--- src/rtl/cardinal_nic_pkg.sv ---
// Shared constants for the cardinal NIC: CPU register map and packet width.
package cardinal_nic_pkg;

    localparam int unsigned PktW = 64;

    localparam logic [1:0] ADDR_IN_BUF   = 2'b00;
    localparam logic [1:0] ADDR_IN_STAT  = 2'b01;
    localparam logic [1:0] ADDR_OUT_BUF  = 2'b10;
    localparam logic [1:0] ADDR_OUT_STAT = 2'b11;

endpackage

--- src/rtl/nic_chan_buf.sv ---
// Single-entry packet buffer: data register plus full flag, with load and clear strobes.
module nic_chan_buf
    import cardinal_nic_pkg::*;
(
    input  logic            clk_i,
    input  logic            rst_i,
    input  logic            load_i,
    input  logic            clr_i,
    input  logic [0:PktW-1] data_i,
    output logic [0:PktW-1] data_o,
    output logic            full_o
);

    logic [0:PktW-1] data_d, data_q;
    logic            full_d, full_q;

    // Clear wins over load; the top never asserts both while full anyway.
    always_comb begin
        data_d = data_q;
        full_d = full_q;
        if (clr_i) begin
            full_d = 1'b0;
        end else if (load_i) begin
            data_d = data_i;
            full_d = 1'b1;
        end
    end

    always_ff @(posedge clk_i or posedge rst_i) begin
        if (rst_i) begin
            data_q <= '0;
            full_q <= 1'b0;
        end else begin
            data_q <= data_d;
            full_q <= full_d;
        end
    end

    assign data_o = data_q;
    assign full_o = full_q;

endmodule

--- src/rtl/cardinal_nic.sv ---
// Cardinal NIC: one-entry inbound/outbound packet buffers with a CPU register port.
// Define CARDINAL_NIC_RD_CLR_EN to clear in_full on a CPU read of the input buffer.
module cardinal_nic
    import cardinal_nic_pkg::*;
(
    input  logic        clk,
    input  logic        rst,
    input  logic [0:1]  addr_nic,
    input  logic [0:63] d_in,
    output logic [0:63] d_out,
    input  logic        nicEn,
    input  logic        nicWrEn,
    input  logic        net_si,
    output logic        net_ri,
    input  logic [0:63] net_di,
    output logic        net_so,
    input  logic        net_ro,
    output logic [0:63] net_do,
    input  logic        net_polarity
);

    logic [0:PktW-1] in_data, out_data;
    logic            in_full, out_full;
    logic            in_load, in_clr, out_load, out_clr;
    logic            cpu_rd, cpu_wr;
    logic [0:63]     d_out_d, d_out_q;

    assign cpu_rd = nicEn & ~nicWrEn;
    assign cpu_wr = nicEn & nicWrEn;

    assign net_ri  = ~in_full;
    assign in_load = net_si & ~in_full;

`ifdef CARDINAL_NIC_RD_CLR_EN
    assign in_clr = cpu_rd & (addr_nic == ADDR_IN_BUF);
`else
    assign in_clr = cpu_wr & (addr_nic == ADDR_IN_STAT);
`endif

    // Packet index 0 carries the phase the router must be in to accept it.
    assign net_so   = out_full & net_ro & (net_polarity == out_data[0]);
    assign net_do   = out_data;
    assign out_clr  = net_so;
    assign out_load = cpu_wr & (addr_nic == ADDR_OUT_BUF) & ~out_full;

    nic_chan_buf u_in_buf (
        .clk_i  (clk),
        .rst_i  (rst),
        .load_i (in_load),
        .clr_i  (in_clr),
        .data_i (net_di),
        .data_o (in_data),
        .full_o (in_full)
    );

    nic_chan_buf u_out_buf (
        .clk_i  (clk),
        .rst_i  (rst),
        .load_i (out_load),
        .clr_i  (out_clr),
        .data_i (d_in),
        .data_o (out_data),
        .full_o (out_full)
    );

    always_comb begin
        d_out_d = d_out_q;
        if (cpu_rd) begin
            unique case (addr_nic)
                ADDR_IN_BUF:   d_out_d = in_data;
                ADDR_IN_STAT:  d_out_d = {63'b0, in_full};
                ADDR_OUT_BUF:  d_out_d = out_data;
                ADDR_OUT_STAT: d_out_d = {63'b0, out_full};
                default:       d_out_d = d_out_q;
            endcase
        end
    end

    always_ff @(posedge clk or posedge rst) begin
        if (rst) begin
            d_out_q <= '0;
        end else begin
            d_out_q <= d_out_d;
        end
    end

    assign d_out = d_out_q;

endmodule

--- config.mk ---
export PLATFORM = sky130hd
export DESIGN_NAME = cardinal_nic
export DESIGN_NICKNAME = d
export VERILOG_FILES = /design/src/rtl/cardinal_nic_pkg.sv /design/src/rtl/nic_chan_buf.sv /design/src/rtl/cardinal_nic.sv
export SDC_FILE = /design/constraint.sdc
export NUM_CORES = 1
export LEC_CHECK = 0
export ABC_CLOCK_PERIOD_IN_PS = 5400
export BUFFER_PORTS_ARGS = -buffer_cell sky130_fd_sc_hd__buf_2
export CORE_MARGIN = 1
export CORE_UTILIZATION = 35
export CTS_BUF_LIST = sky130_fd_sc_hd__clkbuf_16
export DETAILED_ROUTE_END_ITERATION = 10
export PLACE_DENSITY = 0.57
export SYNTH_ARGS = -nofsm -noshare
export SYNTH_HDL_FRONTEND = slang
export SYNTH_SLANG_ARGS = --single-unit
--- constraint.sdc ---
create_clock -name clk -period 5.4 [get_ports clk]
set_input_delay 0.54 -clock clk [delete_from_list [all_inputs] [get_ports clk]]
set_output_delay 0.54 -clock clk [all_outputs]
set_load 0.01 [all_outputs]
Word-level counts from Yosys, hierarchy flattened
Index checks and enable logic that the tools add are counted.

storage, ports and cells
  bits in registers = 194
  bits in latches = 0
  bits in writable memories = 0
  memory bits (read-only) = 0
  memories = 0

operators by class
  add/subtract/negate cells = 0
  multiply operators = 0
  divide/modulo/power cells = 0
  order comparisons = 0
  eq/ne operators = 4
  shift operators = 0
  muxes and demuxes = 5
  bitwise logic cells = 13
  reduce and logical (&&, ||, !) cells = 5

operators by type and width
  operator                                             number
  one-hot mux 64 bit (4 select lines)                  1
  AND 1 bit                                            8
  NOT 1 bit                                            5
  equality test 2 bit, second input constant           2
  two-way mux 1 bit                                    4
  AND reduction 2 bit                                  2
  nonzero test 2 bit                                   2
  equality test 2 x 1 -> 1 bit, second input constant  1
  zero test 2 bit                                      1
  equality test 1 bit                                  1

Longest topological paths before layout
  word-level depth = 5
  depth in mapped cells = 5
  gate-level depth less buffers = 3

Cells and area by module
Synthesis repeated with hierarchy kept, for this count alone.

unflattened totals
  cell total of the unflattened synthesis = 503
  area total of the unflattened synthesis = 8652.0 sq um

by module, submodules not included
  module        instances  cells each  area an instance (sq um)  seq. area each (sq um)
  nic_chan_buf  2          140         2737.6                    1626.6
  cardinal_nic  1          223         3176.8                    1601.5

Least setup slack after synthesis
No wires, ideal clock.

  path kind = input -> register
  start point = input port addr_nic[1] (netlist bit)
  end point = register u_out_buf.data_q (netlist bit u_out_buf.data_o[34])
  setup time = 125 ps
  data arrival time = 1534 ps
  required time = 5275 ps
  slack = 3741 ps
  stages on the path = 4
  buffers on the path = 1
  cell sequence = nand4b_1 > nor2_4 > buf_6 > mux2_2

on the way
  longest elaborated chain between the ends = 4

ends and longest elaborated chain
  element                               line                source
  from (decl)                           cardinal_nic.sv:8   input logic [0:1] addr_nic,
  equality test 2 bit                   cardinal_nic.sv:44  assign out_load = cpu_wr & (addr_nic == ADDR_OUT_BUF) & ~out_full;
  AND 1 bit (2 in a row)                cardinal_nic.sv:44
  AND reduction 2 bit (no source line)  --
  to (signal assigned)                  nic_chan_buf.sv:34  data_q <= data_d;
  to (decl)                             nic_chan_buf.sv:14  logic [0:PktW-1] data_d, data_q;

Every way passes these cells.
A chain may end at the register's enable or synchronous reset.

Worst setup path in the final report
  start point = input port addr_nic[0] (netlist bit)
  end point = register u_out_buf.data_q (netlist bit u_out_buf.data_o[2])

Same word-level chain as after synthesis.

==> results.py <==
metrics = {
    "outcome": {
        "outcome": "complete, no violations",
    },
    "synth": {
        "async_flop_share_pct": 100.0,
        "synth_warnings": 0,
        "netlist_area_um2": 7789,
        "synthCells": 559,
        "synth_ff_type": "dfrtp_1",
        "synth_area_leaders": "dfrtp_1 62%, mux2_1 10%, mux2_2 8.4%",
        "synth.yosys.seq_area_share_pct": 62.33,
        "syn_avg_cell_area_um2": 13.93,
        "ys_types": 21,
        "synthesis.nets": 696,
        "synth.top_cell.area_share_pct": 62.33,
        "synth-edff-count": 0,
        "ys_ff_latch": 194,
        "yosysTopAreaCell": "dfrtp_1",
    },
    "floorplanning": {
        "num_rows": 54,
        "die-area_um2": 22850,
        "start_util_pct": 35.69,
        "io_pins": 267,
        "coreArea_um2": 21820,
        "die_w_um": 151.2,
        "die_h_um": 151.2,
    },
    "worst_setup_path": {
        "startpoint": "addr_nic[0]",
        "reg2reg_from": "u_out_buf.full_o$_DFFE_PP0P_",
        "rrSetupSlack_ns": 3.19,
        "rr_endpoint": "u_out_buf.data_o[2]$_DFFE_PP0P_",
        "cp-end-kind": "flip-flop",
        "worstPathRequired_ns": 5.71,
        "startpoint_type": "input pin",
        "path_class": "input pin to flip-flop",
        "crit_fanout": 32,
        "reg2reg_depth": 3,
        "worstPathArrival_ns": 2.99,
        "crit_path_end": "u_out_buf.data_o[2]$_DFFE_PP0P_",
    },
    "pwr": {
        "irDropWorstVdd_mv": 0.2655,
        "p_leak_nw": 5.000,
        "p_per_area_nw_per_um2": 484.0,
        "p_sw_share_pct": 31.55,
        "seqPwrFrac_pct": 47.3,
        "p_switching_mw": 1.522,
        "combPwrFrac_pct": 25.9,
        "p_int_mw": 3.302,
        "clkPwrFrac_pct": 26.8,
    },
    "detailed_routing": {
        "drtPass1Iterations": 4,
        "vias_per_cell": 4.757,
        "routed_wl_um": 19500,
        "drc": 0,
        "num_vias": 5294,
        "wire_per_inst_um": 17.52,
        "drt_iter0_drc": 119,
        "drtAntennaViolNets": 0,
    },
    "clock_tree": {
        "h-tree-depth": 4,
        "cts_buffers": 17,
        "cts_hold_buffers": 0,
        "cts_tree": "yes",
        "cts_resized": 0,
        "path_clk_slew_ns": 0.07,
        "clk_latency_ns": 0.44,
        "cts_buffer_depth": 2,
        "ctsRootBufferMaster": "clkbuf_16",
        "post_cts_buffers": 0,
        "numClockSinks": 194,
    },
    "sta": {
        "skew_ns": 0.01446,
        "whs_ns": 0.02697,
        "max_freq_ghz": 0.3735,
        "fin_crit_sh_pct": 49.58,
        "worst_slew_pin_slew_ns": 1.077,
        "hold_violations": 0,
        "fin_crit_ns": 2.677,
        "slew_violations": 0,
        "fin_setup_tns_ns": 0,
        "fin_ws_ns": 2.723,
        "finalSetupViolCount": 0,
        "relSlewSlack_pct": 28.00,
        "grt_setup_unrepaired": "false",
    },
    "cells_and_area": {
        "layout_commonest_cell": "buf_2",
        "instances_no_fill": 1113,
        "nets": 957,
        "antennaDiodeCount": 0,
        "syn_to_final_growth_pct": 27.95,
        "drive_gt1_share_pct": 44.42,
        "most-common-layout-cells": "265 x buf_2, 194 x dfrtp_1, 71 x mux2_1, 63 x mux2i_1, 63 x nand2_1",
        "nFillCells": 2019,
    },
    "global_routing": {
        "grt_max_degree": 75,
        "grt_pass1_vias": 5375,
        "met3_usage_pct": 7.259,
        "grt_usage_pct": 17.73,
        "grt_util_met2_pct": 28.17,
        "met1_usage_pct": 22.13,
        "grt-busiest-layer": "met2",
        "grt_pass1_wl_um": 30150,
        "overflow": 0,
        "antenna_found_initial": 1,
    },
    "worst_hold_path": {
        "hold_class": "input pin to async pin",
    },
    "placed_design": {
        "placedCellCount": 1081,
        "finalWeightedCongestion": 0.7111,
        "port_buffers": 266,
        "pre_cts_slack_ns": 2.214,
        "dpl.hpwl_um": 12950,
    },
    "job": {
        "cap_violations": 0,
    },
}
[stage by stage]
step                      power (mW)  cell area (um^2)  util (%)
after floorplan                2.980              7792         -
after global placement         3.553              9368     42.93
after detailed placement       3.591              9368     42.93
after CTS                      4.907              9966     45.67
after global routing           5.144              9966     45.67
final                          4.824              9966     45.67
[registers in the layout, summed over array words and instances (netlist names)]
register	cells
u_in_buf.data_o	64
d_out	64
u_in_buf.full_o	1
u_out_buf.data_o	64
u_out_buf.full_o	1
[kinds of logic (layout without fill, tap and decap cells)]
kind of cell / Yosys count / count (layout) / synth area share, %
muxes: 193 / 193 / 27.04
AOI/OAI and AO/OA: 65 / 65 / 4.209
buffers and inverters: 36 / 310 / 2.538
DFF: 194 / 194 / 62.33
xor gates and xnor gates: 1 / 1 / 0.1125
and+or+nand+nor: 70 / 70 / 3.775
[synthesized netlist by cell type, types with 2 or more instances]
library cell	number
inv_1	3
dfrtp_1	194
mux2_2	58
mux2_1	71
clkbuf_1	13
o21ai_1	9
nand2_1	63
buf_2	14
o21ai_0	54
buf_6	6
nand4b_1	2
mux2i_1	63
[layer usage]
layer	share of wire, %	routed length, um
met3	8.1	1587
met5	0.067	13
met1	43	8456
met4	1.3	246
met2	47	9194
[power groups by stage]
stage / combinational [mW] / sequential [mW] / clock [mW]
after floorplan: 0.558 / 2.42 / 0
after global placement: 1.25 / 2.31 / 0
after detailed placement: 1.27 / 2.32 / 0
after CTS: 1.28 / 2.29 / 1.34
after global routing: 1.39 / 2.36 / 1.40
final: 1.25 / 2.28 / 1.29
[worst min path at each step]
| stage | from | to | slack (ns) |
|---|---|---|---|
| floorplan | u_in_buf.data_o[63]$_DFFE_PP0P_ | u_in_buf.data_o[63]$_DFFE_PP0P_ | 0.46 |
| global placement | d_out[10]$_DFFE_PP0P_ | d_out[10]$_DFFE_PP0P_ | 0.46 |
| detailed placement | d_out[43]$_DFFE_PP0P_ | d_out[43]$_DFFE_PP0P_ | 0.47 |
| CTS | rst | u_out_buf.data_o[35]$_DFFE_PP0P_ | 0.02 |
| global route | rst | u_out_buf.data_o[34]$_DFFE_PP0P_ | 0.02 |
| finish | rst | u_out_buf.data_o[34]$_DFFE_PP0P_ | 0.03 |
[final cells by class]
class | count | area (um^2) | share of cell area, %
Tap cell | 280 | 350.3 | 3.515
Timing Repair Buffer | 275 | 1401 | 14.06
Sequential cell | 194 | 4855 | 48.71
Multi-Input combinational cell | 329 | 2746 | 27.56
Clock buffer | 17 | 425.4 | 4.269
Clock inverter | 15 | 172.7 | 1.733
Inverter | 3 | 15.01 | 0.1507
[worst max-delay path, cell delays in order]
cell and delay [ns]:
buf_4 0.47, nand4b_1 0.29, nor2_4 0.87, buf_4 0.43, mux2_2 0.38
Power figures use the tool's default switching activity.
